$ cat src/rtl/mem_pkg.sv
// Shared definitions for the memory controller slice: width defaults, FSM states, port ids.
// Latency: n/a (package only).
// Backpressure: n/a (package only).
package mem_pkg;

    localparam int ADDR_W_DEF = 5;
    localparam int DATA_W_DEF = 16;

    // Consecutive data-port grants allowed while fetch waits before fetch wins
    localparam int ARB_DM_MAX = 2;

    typedef enum logic [1:0] {
        ST_IDLE  = 2'd0,
        ST_READ  = 2'd1,
        ST_WRITE = 2'd2
    } state_t;

    localparam logic PORT_IF = 1'b0;
    localparam logic PORT_DM = 1'b1;

endpackage

$ cat src/rtl/mem_arb.sv
// Two-port arbiter: data port has priority, fetch forced in after ARB_DM_MAX back-to-back dm wins.
// Latency: grants are combinational from requests, idle and the starvation counter.
// Backpressure: no grant while i_idle is low; requesters hold until granted.
module mem_arb
    import mem_pkg::*;
(
    input  logic clk,
    input  logic rst,
    input  logic i_idle,
    input  logic i_if_req,
    input  logic i_dm_req,
    output logic o_if_gnt,
    output logic o_dm_gnt
);

    logic [1:0] r_dm_cnt;
    logic       w_if_turn;

    // Fetch has waited through enough dm grants: it takes the next slot
    assign w_if_turn = i_if_req && (r_dm_cnt == 2'(ARB_DM_MAX));
    assign o_dm_gnt  = i_idle && i_dm_req && !w_if_turn;
    assign o_if_gnt  = i_idle && i_if_req && !o_dm_gnt;

    // Count dm grants taken while fetch is waiting; any fetch grant or idle fetch clears it
    always_ff @(posedge clk or posedge rst) begin
        if (rst) begin
            r_dm_cnt <= 2'd0;
        end else if (!i_if_req || o_if_gnt) begin
            r_dm_cnt <= 2'd0;
        end else if (o_dm_gnt) begin
            r_dm_cnt <= r_dm_cnt + 2'd1;
        end
    end

endmodule

$ cat src/rtl/mem_ctrl.sv
// Single-array memory controller shared by an instruction-fetch port and a data port.
// Latency: gnt in cycle N, active-low strobe in N+1, ack pulse and registered data in N+2.
// Backpressure: one access in flight; gnt withheld outside IDLE so requesters hold their request.
module mem_ctrl
    import mem_pkg::*;
#(
    parameter int ADDR_W = ADDR_W_DEF,
    parameter int DATA_W = DATA_W_DEF
) (
    input  logic              clk,
    input  logic              proc_rst,
    input  logic              if_req,
    input  logic [ADDR_W-1:0] if_addr,
    output logic              if_gnt,
    output logic              if_ack,
    output logic [DATA_W-1:0] if_rdata,
    input  logic              dm_req,
    input  logic              dm_we,
    input  logic [ADDR_W-1:0] dm_addr,
    input  logic [DATA_W-1:0] dm_wdata,
    output logic              dm_gnt,
    output logic              dm_ack,
    output logic [DATA_W-1:0] dm_rdata,
    output logic [ADDR_W-1:0] mem_addr,
    output logic [DATA_W-1:0] mem_in,
    output logic              mem_write,
    output logic              mem_read,
    input  logic [DATA_W-1:0] mem_out,
    output logic              busy
);

    state_t            r_state;
    logic              r_port;
    logic [ADDR_W-1:0] r_mem_addr;
    logic [DATA_W-1:0] r_mem_in;
    logic              r_mem_read;
    logic              r_mem_write;
    logic              r_if_ack;
    logic              r_dm_ack;
    logic [DATA_W-1:0] r_if_rdata;
    logic [DATA_W-1:0] r_dm_rdata;
    logic              w_idle;
    logic              w_if_gnt;
    logic              w_dm_gnt;

    // Grants are suppressed while reset is held so nothing is accepted into a forced-idle FSM
    assign w_idle = (r_state == ST_IDLE) && !proc_rst;

    mem_arb u_arb (
        .clk      (clk),
        .rst      (proc_rst),
        .i_idle   (w_idle),
        .i_if_req (if_req),
        .i_dm_req (dm_req),
        .o_if_gnt (w_if_gnt),
        .o_dm_gnt (w_dm_gnt)
    );

    // FSM plus datapath: latch the granted request, drive one strobe cycle, return data and ack
    always_ff @(posedge clk or posedge proc_rst) begin
        if (proc_rst) begin
            r_state     <= ST_IDLE;
            r_port      <= PORT_IF;
            r_mem_addr  <= '0;
            r_mem_in    <= '0;
            r_mem_read  <= 1'b1;
            r_mem_write <= 1'b1;
            r_if_ack    <= 1'b0;
            r_dm_ack    <= 1'b0;
            r_if_rdata  <= '0;
            r_dm_rdata  <= '0;
        end else begin
            r_if_ack    <= 1'b0;
            r_dm_ack    <= 1'b0;
            r_mem_read  <= 1'b1;
            r_mem_write <= 1'b1;
            case (r_state)
                ST_IDLE: begin
                    if (w_dm_gnt) begin
                        r_port     <= PORT_DM;
                        r_mem_addr <= dm_addr;
                        if (dm_we) begin
                            r_mem_in    <= dm_wdata;
                            r_mem_write <= 1'b0;
                            r_state     <= ST_WRITE;
                        end else begin
                            r_mem_read <= 1'b0;
                            r_state    <= ST_READ;
                        end
                    end else if (w_if_gnt) begin
                        r_port     <= PORT_IF;
                        r_mem_addr <= if_addr;
                        r_mem_read <= 1'b0;
                        r_state    <= ST_READ;
                    end
                end
                ST_READ: begin
                    // Array drove mem_out on the falling edge mid-cycle; capture it now
                    r_state <= ST_IDLE;
                    if (r_port == PORT_DM) begin
                        r_dm_rdata <= mem_out;
                        r_dm_ack   <= 1'b1;
                    end else begin
                        r_if_rdata <= mem_out;
                        r_if_ack   <= 1'b1;
                    end
                end
                ST_WRITE: begin
                    r_state  <= ST_IDLE;
                    r_dm_ack <= 1'b1;
                end
                default: begin
                    r_state <= ST_IDLE;
                end
            endcase
        end
    end

    assign if_gnt    = w_if_gnt;
    assign dm_gnt    = w_dm_gnt;
    assign if_ack    = r_if_ack;
    assign dm_ack    = r_dm_ack;
    assign if_rdata  = r_if_rdata;
    assign dm_rdata  = r_dm_rdata;
    assign mem_addr  = r_mem_addr;
    assign mem_in    = r_mem_in;
    assign mem_read  = r_mem_read;
    assign mem_write = r_mem_write;
    assign busy      = (r_state != ST_IDLE);

endmodule

$ cat config.mk
export PLATFORM = sky130hd
export DESIGN_NAME = mem_ctrl
export DESIGN_NICKNAME = d
export VERILOG_FILES = /design/src/rtl/mem_pkg.sv /design/src/rtl/mem_arb.sv /design/src/rtl/mem_ctrl.sv
export SDC_FILE = /design/constraint.sdc
export NUM_CORES = 1
export LEC_CHECK = 0
export CAP_MARGIN = 20
export CORE_ASPECT_RATIO = 2
export CORE_UTILIZATION = 45
export DETAILED_ROUTE_END_ITERATION = 7
export HOLD_SLACK_MARGIN = 0.08
export PLACE_DENSITY = 0.84
export SETUP_SLACK_MARGIN = 0.3
export SYNTH_ARGS = -nofsm -noshare
export SYNTH_HDL_FRONTEND = slang
export SYNTH_SLANG_ARGS = --single-unit
export TNS_END_PERCENT = 30
$ cat constraint.sdc
create_clock -name clk -period 3.76 [get_ports clk]
set_clock_uncertainty 0.05 [all_clocks]
set_input_delay 0.376 -clock clk [delete_from_list [all_inputs] [get_ports clk]]
set_output_delay 0.376 -clock clk [all_outputs]
set_load 0.02 [all_outputs]
==> results of run 1 <==
registers in the layout, summed over array words and instances (netlist names):
name,count
if_rdata,16
mem_read,1
u_arb.r_dm_cnt,2
dm_ack,1
mem_addr,5
mem_in,16
if_ack,1
dm_rdata,16
r_state,2
mem_write,1
r_port,1
per-stage QoR:
stage | hold slack [ps] | std cells | util
finish | 425.6 | 345 | 0.7087
global route | 464.2 | 345 | 0.7087
CTS | 456.5 | 344 | 0.7036
detailed placement | 442.0 | 328 | 0.6667
global placement | 437.3 | 328 | 0.6667
floorplan | 435.6 | 167 | -
power by group:
group / internal (mW) / total, mW / switching (mW) / leakage, nW
Sequential: 0.977 / 1.14 / 0.162 / 0.730
Combinational: 0.863 / 1.58 / 0.716 / 0.796
Clock: 0.339 / 0.583 / 0.244 / 0.106
Total: 2.18 / 3.30 / 1.12 / 1.63
worst paths after layout:
path                                     to              start  slack [ps]
worst min register to register  if_rdata[5]        if_rdata[5]         450
worst max register to register    mem_in[9]  u_arb.r_dm_cnt[0]        1860
worst min-delay path            mem_addr[2]           proc_rst         430
max in group asynchronous         mem_write           proc_rst        2400
min in group clk                if_rdata[5]        if_rdata[5]         450
worst max-delay path                 dm_gnt         r_state[0]        1090
metal layers:
layer  routed length [microns]  vias up  global-route usage
met1                      1969      885              0.2241
li1                          -      812                   -
met4                       171        0              0.1161
met2                      3245       70              0.3632
met5                         0        -                   0
met3                       276       13             0.06215
critical path, stage by stage (launching register included):
cell and delay, ps:
dfrtp_1 390, inv_1 110, ha_1 250, nand2b_1 290, nor2_1 240, clkdlybuf4s50_1 630
cell type report:
class / instances / area share
clock buffer: 12 / 0.04039
tap: 60 / 0.01954
clock inverter: 4 / 0.01173
inverter: 7 / 0.006840
sequential: 62 / 0.4046
multi-input combinational: 92 / 0.2316
timing repair buffer: 108 / 0.2853
cell usage after synthesis, drive strengths merged:
master	count	area (sq um)
o21ai	8	40.04
buf	5	46.29
a21bo	1	10.01
clkbuf	1	3.750
a211oi	5	37.54
dfrtp	60	1501
a21oi	1	5.000
or3	1	6.260
inv	7	26.28
and2b	1	10.01
mux2	48	570.6
ha	4	50.05
dfstp	2	52.55
nand2b	2	12.51
a21boi	3	33.78
nor2b	1	6.260
a21o	1	7.510
and3	2	18.77
nor2	3	11.26
a2bb2oi	5	43.79
nand3	1	5.000
nand2	4	15.01
o22ai	1	6.260
logic make-up (layout without fill, tap and decap cells):
family | Yosys count | in the layout | synth area share
buffers and inverters | 13 | 131 | 0.03029
AND/OR/NAND/NOR | 15 | 15 | 0.03376
AO/OA/AOI/OAI | 25 | 25 | 0.07299
flip-flops | 62 | 62 | 0.6167
multiplexers | 48 | 48 | 0.2264
adder cells (fa/ha/maj) | 4 | 4 | 0.01986
==> summary.md, run 1 <==
| Metric | Value |
|---|---|
| Status | `finished clean` |
| Cts bufs inserted | `9` |
| Final Hold Fails | `0` |
| Post-route setup TNS | `0 ps` |
| Synth warn | `0` |
| Row cnt | `38` |
| Final period utilization | `0.7100` |
| GRT overflow | `0` |
| Postcts setup bufs | `0` |
| CTS sink count | `62` |
| Cells on worst reg2reg path | `5` |
| Synth unique cells | `28` |
| Synth Register Bits | `slightly above 60` |
| Root buffer cell | `clkbuf_8` |
| Antenna-violating nets left | `0` |
| Fillcell total | `around 420` |
| Initial antenna violation count | `0` |
| Seq. cell area | `about 1600 sq um` |
| Seq/Total Area, Yosys | `0.6167` |
| Hold buffer count at CTS | `0` |
| CTS tree | `yes` |
| Area growth from synthesis to layout | `52.43%` |
| Max Fclk | `about 370 MHz` |
| Chip height | `107.8 microns` |
| Post-cts sizing count | `0` |
| First-pass DRT Iterations | `4` |
| Mapped Nets | `218` |
| Commonest non-fill, non-tap cell in the layout | `clkdlybuf4s50_1` |
| Post-Syn Area per Cell | `about 15 sq um` |
| 1st-iter DRT viols | `28` |
| Worst Path Required | `~3300 ps` |
| GP Congestion | `~0.75` |
| CP Class | `register to output port` |
| Clock transition at path regs | `around 70 ps` |
| Largest net degree at the start of global routing | `slightly above 50` |
| Vias in the first global route | `between 1500 and 2000` |
| Final setup vio count | `0` |
| Synthesized area | `2520 sq um` |
| Commonest non-fill, non-tap cells in the layout | `106 x clkdlybuf4s50_1, 60 x dfrtp_1, 40 x mux2_2, 11 x clkbuf_8` |
| P per Cell Area | `between 800 and 900 nW/um^2` |
| Tot Pwr | `between 3 and 4 mW` |
| RSZ-0062 raised after global routing | `false` |
| DRC | `0` |
| Placeable Area | `~5400 sq um` |
| Vias after detailed routing | `~1800` |
| Layout cell share with drive strength beyond 1 | `0.2561` |
| Crit path launch type | `register` |
| Worst-Margin Slew | `between 800 and 900 ps` |
| DR WL/cell | `~16 microns` |
| Design area | `just under 4000 sq um` |
| Post-DP Area | `3613 sq um` |
| Max-slew violations | `0` |
| Vias per inst | `~5.2` |
| Hold Path Class | `primary input to async pin` |
| Minimum clock period | `between 2000 and 3000 ps` |
| Clock latency at the later pin of the worst-skew pair | `approximately 330 ps` |
| IO buf count | `between 100 and 150` |
| Post-place setup slack | `roughly 1300 ps` |
| Global Route Usage Sum | `0.2147` |
| Multi-input logic area | `approximately 900 sq um` |
| Total Wirelength | `roughly 5700 microns` |
| Peak supply drop | `~0.0006 V` |
| Critical Path Sink Type | `output port` |
| Setup WS post-layout | `about 1100 ps` |
| DP HPWL | `between 4000 and 5000 microns` |
| Top Ports | `roughly 110` |
| Die W | `between 50 and 60 microns` |
| First-pass GRT wire length | `approximately 8700 microns` |
| Max-Cap Viols | `0` |
| Static Leak | `approximately 1.6 nW` |
| Mapped Cells | `167` |
| Max Fanout on Critical Path | `15` |
| Rel. slew slack | `0.4234` |
| Max clock buf depth | `2` |
| Post-layout net count | `around 330` |
| DIE AREA | `around 6000 sq um` |
| # diodes | `0` |
| Initial Util | `0.4649` |
| Arr. time, crit path | `about 2200 ps` |
| H-tree levels | `3` |
Note: power is estimated with default switching activity, not from simulation.
==> run 2, diff against run 1 <==
- CORE_UTILIZATION: 45 -> 38
- PLACE_DENSITY: 0.84 -> 0.76
- clock period: 3.76 -> 2.2 ns (I/O delays scaled with it)
==> summary.md, run 2 (synthesis gave the netlist of run 1 again) <==
| Metric | Value |
|---|---|
| DP HPWL | `4070 microns` |
| Max incr delay on CP | `340 ps` |
| Setup WS post-layout | `between 400 and 500 ps` |
| Tot Pwr | `6.011 mW` |
| Cts bufs inserted | `9` |
| Initial antenna violation count | `0` |
| Vias in the first global route | `about 1800` |
| Max clock buf depth | `2` |
| CTS sink count | `62` |
| IO buf count | `106` |
| GRT overflow | `0` |
| Critical Path Start | `u_arb.r_dm_cnt[0]` |
| DRC | `0` |
| RSZ-0062 raised after global routing | `false` |
| Rel. slew slack | `0.6987` |
| First-pass DRT Iterations | `4` |
| Min Hold Slack | `233.5 ps` |
| Placeable Area | `6361 sq um` |
| Worst path cell trace | `inv_1 > ha_2 > a21bo_4 > and3_2 > buf_2` |
| Clock latency at the later pin of the worst-skew pair | `between 300 and 400 ps` |
| Post-DP Area | `3711 sq um` |
| Static Leak | `~1.7 nW` |
| Design area | `4066 sq um` |
| Final Hold Fails | `0` |
| Max-Cap Viols | `0` |
| Clock transition at path regs | `approximately 50 ps` |
| Hold buffer count at CTS | `0` |
| Post-place setup slack | `121.8 ps` |
| Final period utilization | `0.8142` |
| First-pass GRT wire length | `8535 microns` |
| P_int | `approximately 4.1 mW` |
| Flop pwr share | `0.322` |
| Post-route setup TNS | `0 ps` |
| Critical Path Sink Type | `output port` |
| Antenna-violating nets left | `0` |
| FF-to-FF Start | `u_arb.r_dm_cnt[0]` |
| # diodes | `0` |
| Max Fanout on Critical Path | `8` |
| Initial Util | `0.3961` |
| R2r setup slk | `450 ps` |
| CTS tree | `yes` |
| Total Wirelength | `5494 microns` |
| GP Congestion | `~0.72` |
| Global Route Usage Sum | `0.1718` |
| Peak supply drop | `0.0006847 V` |
| Die W | `approximately 60 microns` |
| Comb power frac | `0.458` |
| Switching power | `1.915 mW` |
| Vias per inst | `~4.8` |
| P per Cell Area | `~1500 nW/um^2` |
| Commonest non-fill, non-tap cell in the layout | `clkdlybuf4s50_1` |
| Hold Path Class | `primary input to async pin` |
| H-tree levels | `3` |
| Status | `finished clean` |
| Worst Path Required | `between 1500 and 2000 ps` |
| Area growth from synthesis to layout | `61.37%` |
| DIE AREA | `between 6000 and 7000 sq um` |
| Minimum clock period | `roughly 1800 ps` |
| Largest net degree at the start of global routing | `45` |
| Worst-Margin Slew | `450.3 ps` |
| Commonest non-fill, non-tap cells in the layout | `103 x clkdlybuf4s50_1, 60 x dfrtp_1, 40 x mux2_2, 9 x clkbuf_16` |
| Clk pwr share | `0.221` |
| CP Class | `register to output port` |
| Max-slew violations | `0` |
| Arr. time, crit path | `1520 ps` |
| Crit path launch type | `register` |
| 1st-iter DRT viols | `33` |
| Chip height | `117.2 microns` |
| Final setup vio count | `0` |
| Top Ports | `107` |
| Row cnt | `roughly 40` |
| Vias after detailed routing | `~1800` |
| Layout cell share with drive strength beyond 1 | `0.2911` |
| DR WL/cell | `roughly 15 microns` |
| Post-layout net count | `340` |
| Worst path slowest cell | `dfrtp_1` |
| Root buffer cell | `clkbuf_16` |
| Sw Ratio | `0.3185` |
| Max Fclk | `558.3 MHz` |
==> run 2: cell types whose count changed in the layout (fill, tap and decap cells not counted), sizes merged <==
cell | before | now
buf | 2 | 13
clkbuf | 12 | 14
clkinv | 3 | 0
bufinv | 1 | 0
clkdlybuf4s50 | 106 | 103
dlymetal6s2s | 0 | 1
==> run 2: final cells by class <==
type / instances / area, sq um
timing repair buffer: 117 / 1174
fill: 524 / 2295
inverter: 7 / 26.28
sequential: 62 / 1554
multi-input combinational: 92 / 910.9
tap: 86 / 107.6
clock buffer: 14 / 294.0
==> run 2: path summary, 6_finish.rpt <==
kind	cells past startpoint	end
worst min register to register	1	if_rdata[0]
worst max register to register	6	mem_in[13]
worst max-delay path	5	if_gnt
min in group clk	3	mem_addr[0]
worst min-delay path	2	u_arb.r_dm_cnt[0]
max in group asynchronous	3	dm_rdata[14]
==> run 2: power by group through the flow <==
| stage | clock [mW] | combinational [mW] | sequential [mW] |
|---|---|---|---|
| 2_1_floorplan | 0 | 0.799 | 2.56 |
| 3_3_place_gp | 0 | 2.71 | 1.94 |
| 3_5_place_dp | 0 | 2.75 | 1.95 |
| 4_1_cts | 1.36 | 2.76 | 1.94 |
| 5_1_grt | 1.42 | 2.93 | 2.00 |
| 6_report | 1.33 | 2.75 | 1.93 |
==> run 2: layer usage <==
metal  GRT usage  vias up  part of all wire
met5           0        -                 0
met4     0.08837        0             0.017
met3     0.06044        8             0.061
met2      0.2914       87              0.54
met1      0.1842      881              0.38
li1            -      835                 -
==> run 2: worst max-delay path, delay by kind of cell (launching register included) <==
kind | cells | cell delay (ps)
and+or+nand+nor | 1 | 190
AOI/OAI and AO/OA | 1 | 240
adders and majority gates | 1 | 210
DFF | 1 | 340
buffers and inverters | 2 | 220
==> run 2: through the flow <==
stage | utilization | cells
global route | 0.6393 | 378
global placement | 0.5834 | 361
floorplan | - | 167
finish | 0.6393 | 378
detailed placement | 0.5834 | 361
CTS | 0.6290 | 375
==> run 2: repair_timing <==
| item | in CTS | in global routing |
|---|---|---|
| endpoints found under the setup margin | 3 | 19 |
| resized for setup | 7 | 6 |
| pin swaps | 1 | 1 |
| buffers inserted | 0 | 3 |
==> run 3, diff against run 2 <==
- CORE_UTILIZATION: 38 -> 42
- PLACE_DENSITY: 0.76 -> 0.79
- clock period: 2.2 -> 1.8 ns (I/O delays scaled with it)
==> summary.md, run 3 (synthesis gave the netlist of run 1 again) <==
| Metric | Value |
|---|---|
| Design area | `approximately 4500 sq um` |
| IO buf count | `around 110` |
| DRC | `8` |
| DIE AREA | `~6300 sq um` |
| DR WL/cell | `about 18 microns` |
| H-tree levels | `3` |
| Commonest non-fill, non-tap cell in the layout | `clkdlybuf4s50_1` |
| P_int | `about 5.5 mW` |
| Cts bufs inserted | `9` |
| Chip height | `approximately 110 microns` |
| P per Cell Area | `approximately 1800 nW/um^2` |
| Failing checks | `DRC` |
| Final Hold Fails | `0` |
| Crit path max-delay family | `flip-flops` |
| Post-DP Area | `approximately 3800 sq um` |
| Clock transition at path regs | `roughly 50 ps` |
| Worst path cell trace | `ha_4 > buf_6 > a21boi_4 > and3_4 > buf_12 > mux2_2` |
| Area growth from synthesis to layout | `77.76%` |
| Clock latency at the later pin of the worst-skew pair | `roughly 320 ps` |
| Final setup vio count | `0` |
| Comb power frac | `0.489` |
| Initial antenna violation count | `0` |
| Largest net degree at the start of global routing | `between 60 and 70` |
| Antenna-violating nets left | `0` |
| Vias in the first global route | `2010` |
| Commonest non-fill, non-tap cells in the layout | `100 x clkdlybuf4s50_1, 60 x dfrtp_1, 35 x mux2_4, 23 x buf_4, 13 x mux2_2` |
| Hold Path Class | `primary input to async pin` |
| First-pass DRT Iterations | `6` |
| Row cnt | `39` |
| Critical Path Sink Type | `register` |
| Peak supply drop | `~0.0011 V` |
| Worst Path Required | `between 1500 and 2000 ps` |
| CP Class | `register to register` |
| Min Hold Slack | `between 300 and 400 ps` |
| Top Ports | `approximately 110` |
| Global Route Usage Sum | `0.1998` |
| Minimum clock period | `between 1500 and 2000 ps` |
| GP Congestion | `0.7539` |
| Final period utilization | `0.9556` |
| Status | `complete, but fails checks` |
| Worst path bufs/invs | `2` |
| Switching power | `2.600 mW` |
| 1st-iter DRT viols | `32` |
| Flop pwr share | `0.299` |
| CTS sink count | `62` |
| Layout cell share with drive strength beyond 1 | `0.3805` |
| Max Fclk | `approximately 580 MHz` |
| Final Util | `0.7779` |
| Arr. time, crit path | `1870 ps` |
| Static Leak | `around 2 nW` |
| Vias per inst | `5.037` |
| DP HPWL | `~4300 microns` |
| CTS tree | `yes` |
| Crit path launch type | `register` |
| Total Wirelength | `approximately 6800 microns` |
| Max clock buf depth | `2` |
| GRT overflow | `0` |
| Root buffer cell | `clkbuf_16` |
| Placeable Area | `5758 sq um` |
| Worst-Margin Slew | `around 350 ps` |
| Worst path slowest cell | `dfrtp_1` |
| Rel. slew slack | `0.7615` |
| Max Fanout on Critical Path | `8` |
| First-pass GRT wire length | `approximately 9400 microns` |
| Max-slew violations | `0` |
| # diodes | `0` |
| Die W | `approximately 57 microns` |
| Clk pwr share | `0.212` |
| Sw Ratio | `0.3216` |
| Post-route setup TNS | `0 ps` |
| Post-layout net count | `between 300 and 400` |
| Max-Cap Viols | `0` |
| Tot Pwr | `around 8.1 mW` |
| RSZ-0062 raised after global routing | `true` |
| Initial Util | `0.4376` |
| Vias after detailed routing | `approximately 1900` |
| Max incr delay on CP | `roughly 420 ps` |
[run 3: changes by cell type in the layout (fill, tap and decap cells not counted), moves of 4 or more]
cell and delta:
buf_4 +15, inv_1 -4, buf_6 +5, mux2_2 -27, mux2_4 +27
[run 3: power by group through the flow]
| stage | sequential [mW] | clock, mW | combinational, mW |
|---|---|---|---|
| 2_1_floorplan | 3.13 | 0 | 0.977 |
| 3_3_place_gp | 2.38 | 0 | 3.41 |
| 3_5_place_dp | 2.39 | 0 | 3.45 |
| 4_1_cts | 2.38 | 1.74 | 3.53 |
| 5_1_grt | 2.49 | 1.80 | 4.13 |
| 6_report | 2.42 | 1.71 | 3.95 |
[run 3: final cells by class]
type / count / area, sq um
multi-input cells: 92 / 1075
clock inverters: 3 / 42.54
inverters: 7 / 30.03
flip-flops and latches: 62 / 1554
fillers: 371 / 1279
repair buffers: 141 / 1441
clock buffers: 13 / 260.3
well taps: 61 / 76.32
[run 3: per-stage QoR]
stage / std cells / setup slack [ps]
after floorplan: 167 / 64.72
after global placement: 349 / -76.84
after detailed placement: 349 / -98.78
after CTS: 372 / 100.2
after global routing: 379 / 48.70
final: 379 / 79.90
[run 3: what timing repair did]
item	in CTS	in global routing
endpoints found under the setup margin	106	113
hold buffers	0	0
buffers inserted	7	4
gates resized for setup	32	38
gates cloned	0	3
pin swaps	6	5
[run 3: routing by layer]
layer  up-vias  global-route usage  routed length, microns
met1       953              0.1915                    2302
met4         0             0.07317                      87
met3         6             0.05459                     232
li1        888                   -                       -
met2        62              0.3881                    4186
met5         -                   0                       0
[run 3: path summary, 6_finish.rpt]
path	startpoint	end	slack, ps	cells after the start
worst max-delay path	u_arb.r_dm_cnt[1]	mem_in[10]	80	6
worst min-delay path	proc_rst	mem_addr[3]	380	4
worst max register to register	u_arb.r_dm_cnt[1]	mem_in[10]	80	6
worst min register to register	if_rdata[1]	if_rdata[1]	450	1
max in group asynchronous	proc_rst	mem_read	1010	4
min in group clk	if_addr[3]	mem_addr[3]	380	3
[run 3: worst min-delay path, stage by stage]
cell and delay [ps]:
clkdlybuf4s50_1 440, buf_4 160, clkinvlp_4 70, buf_12 290
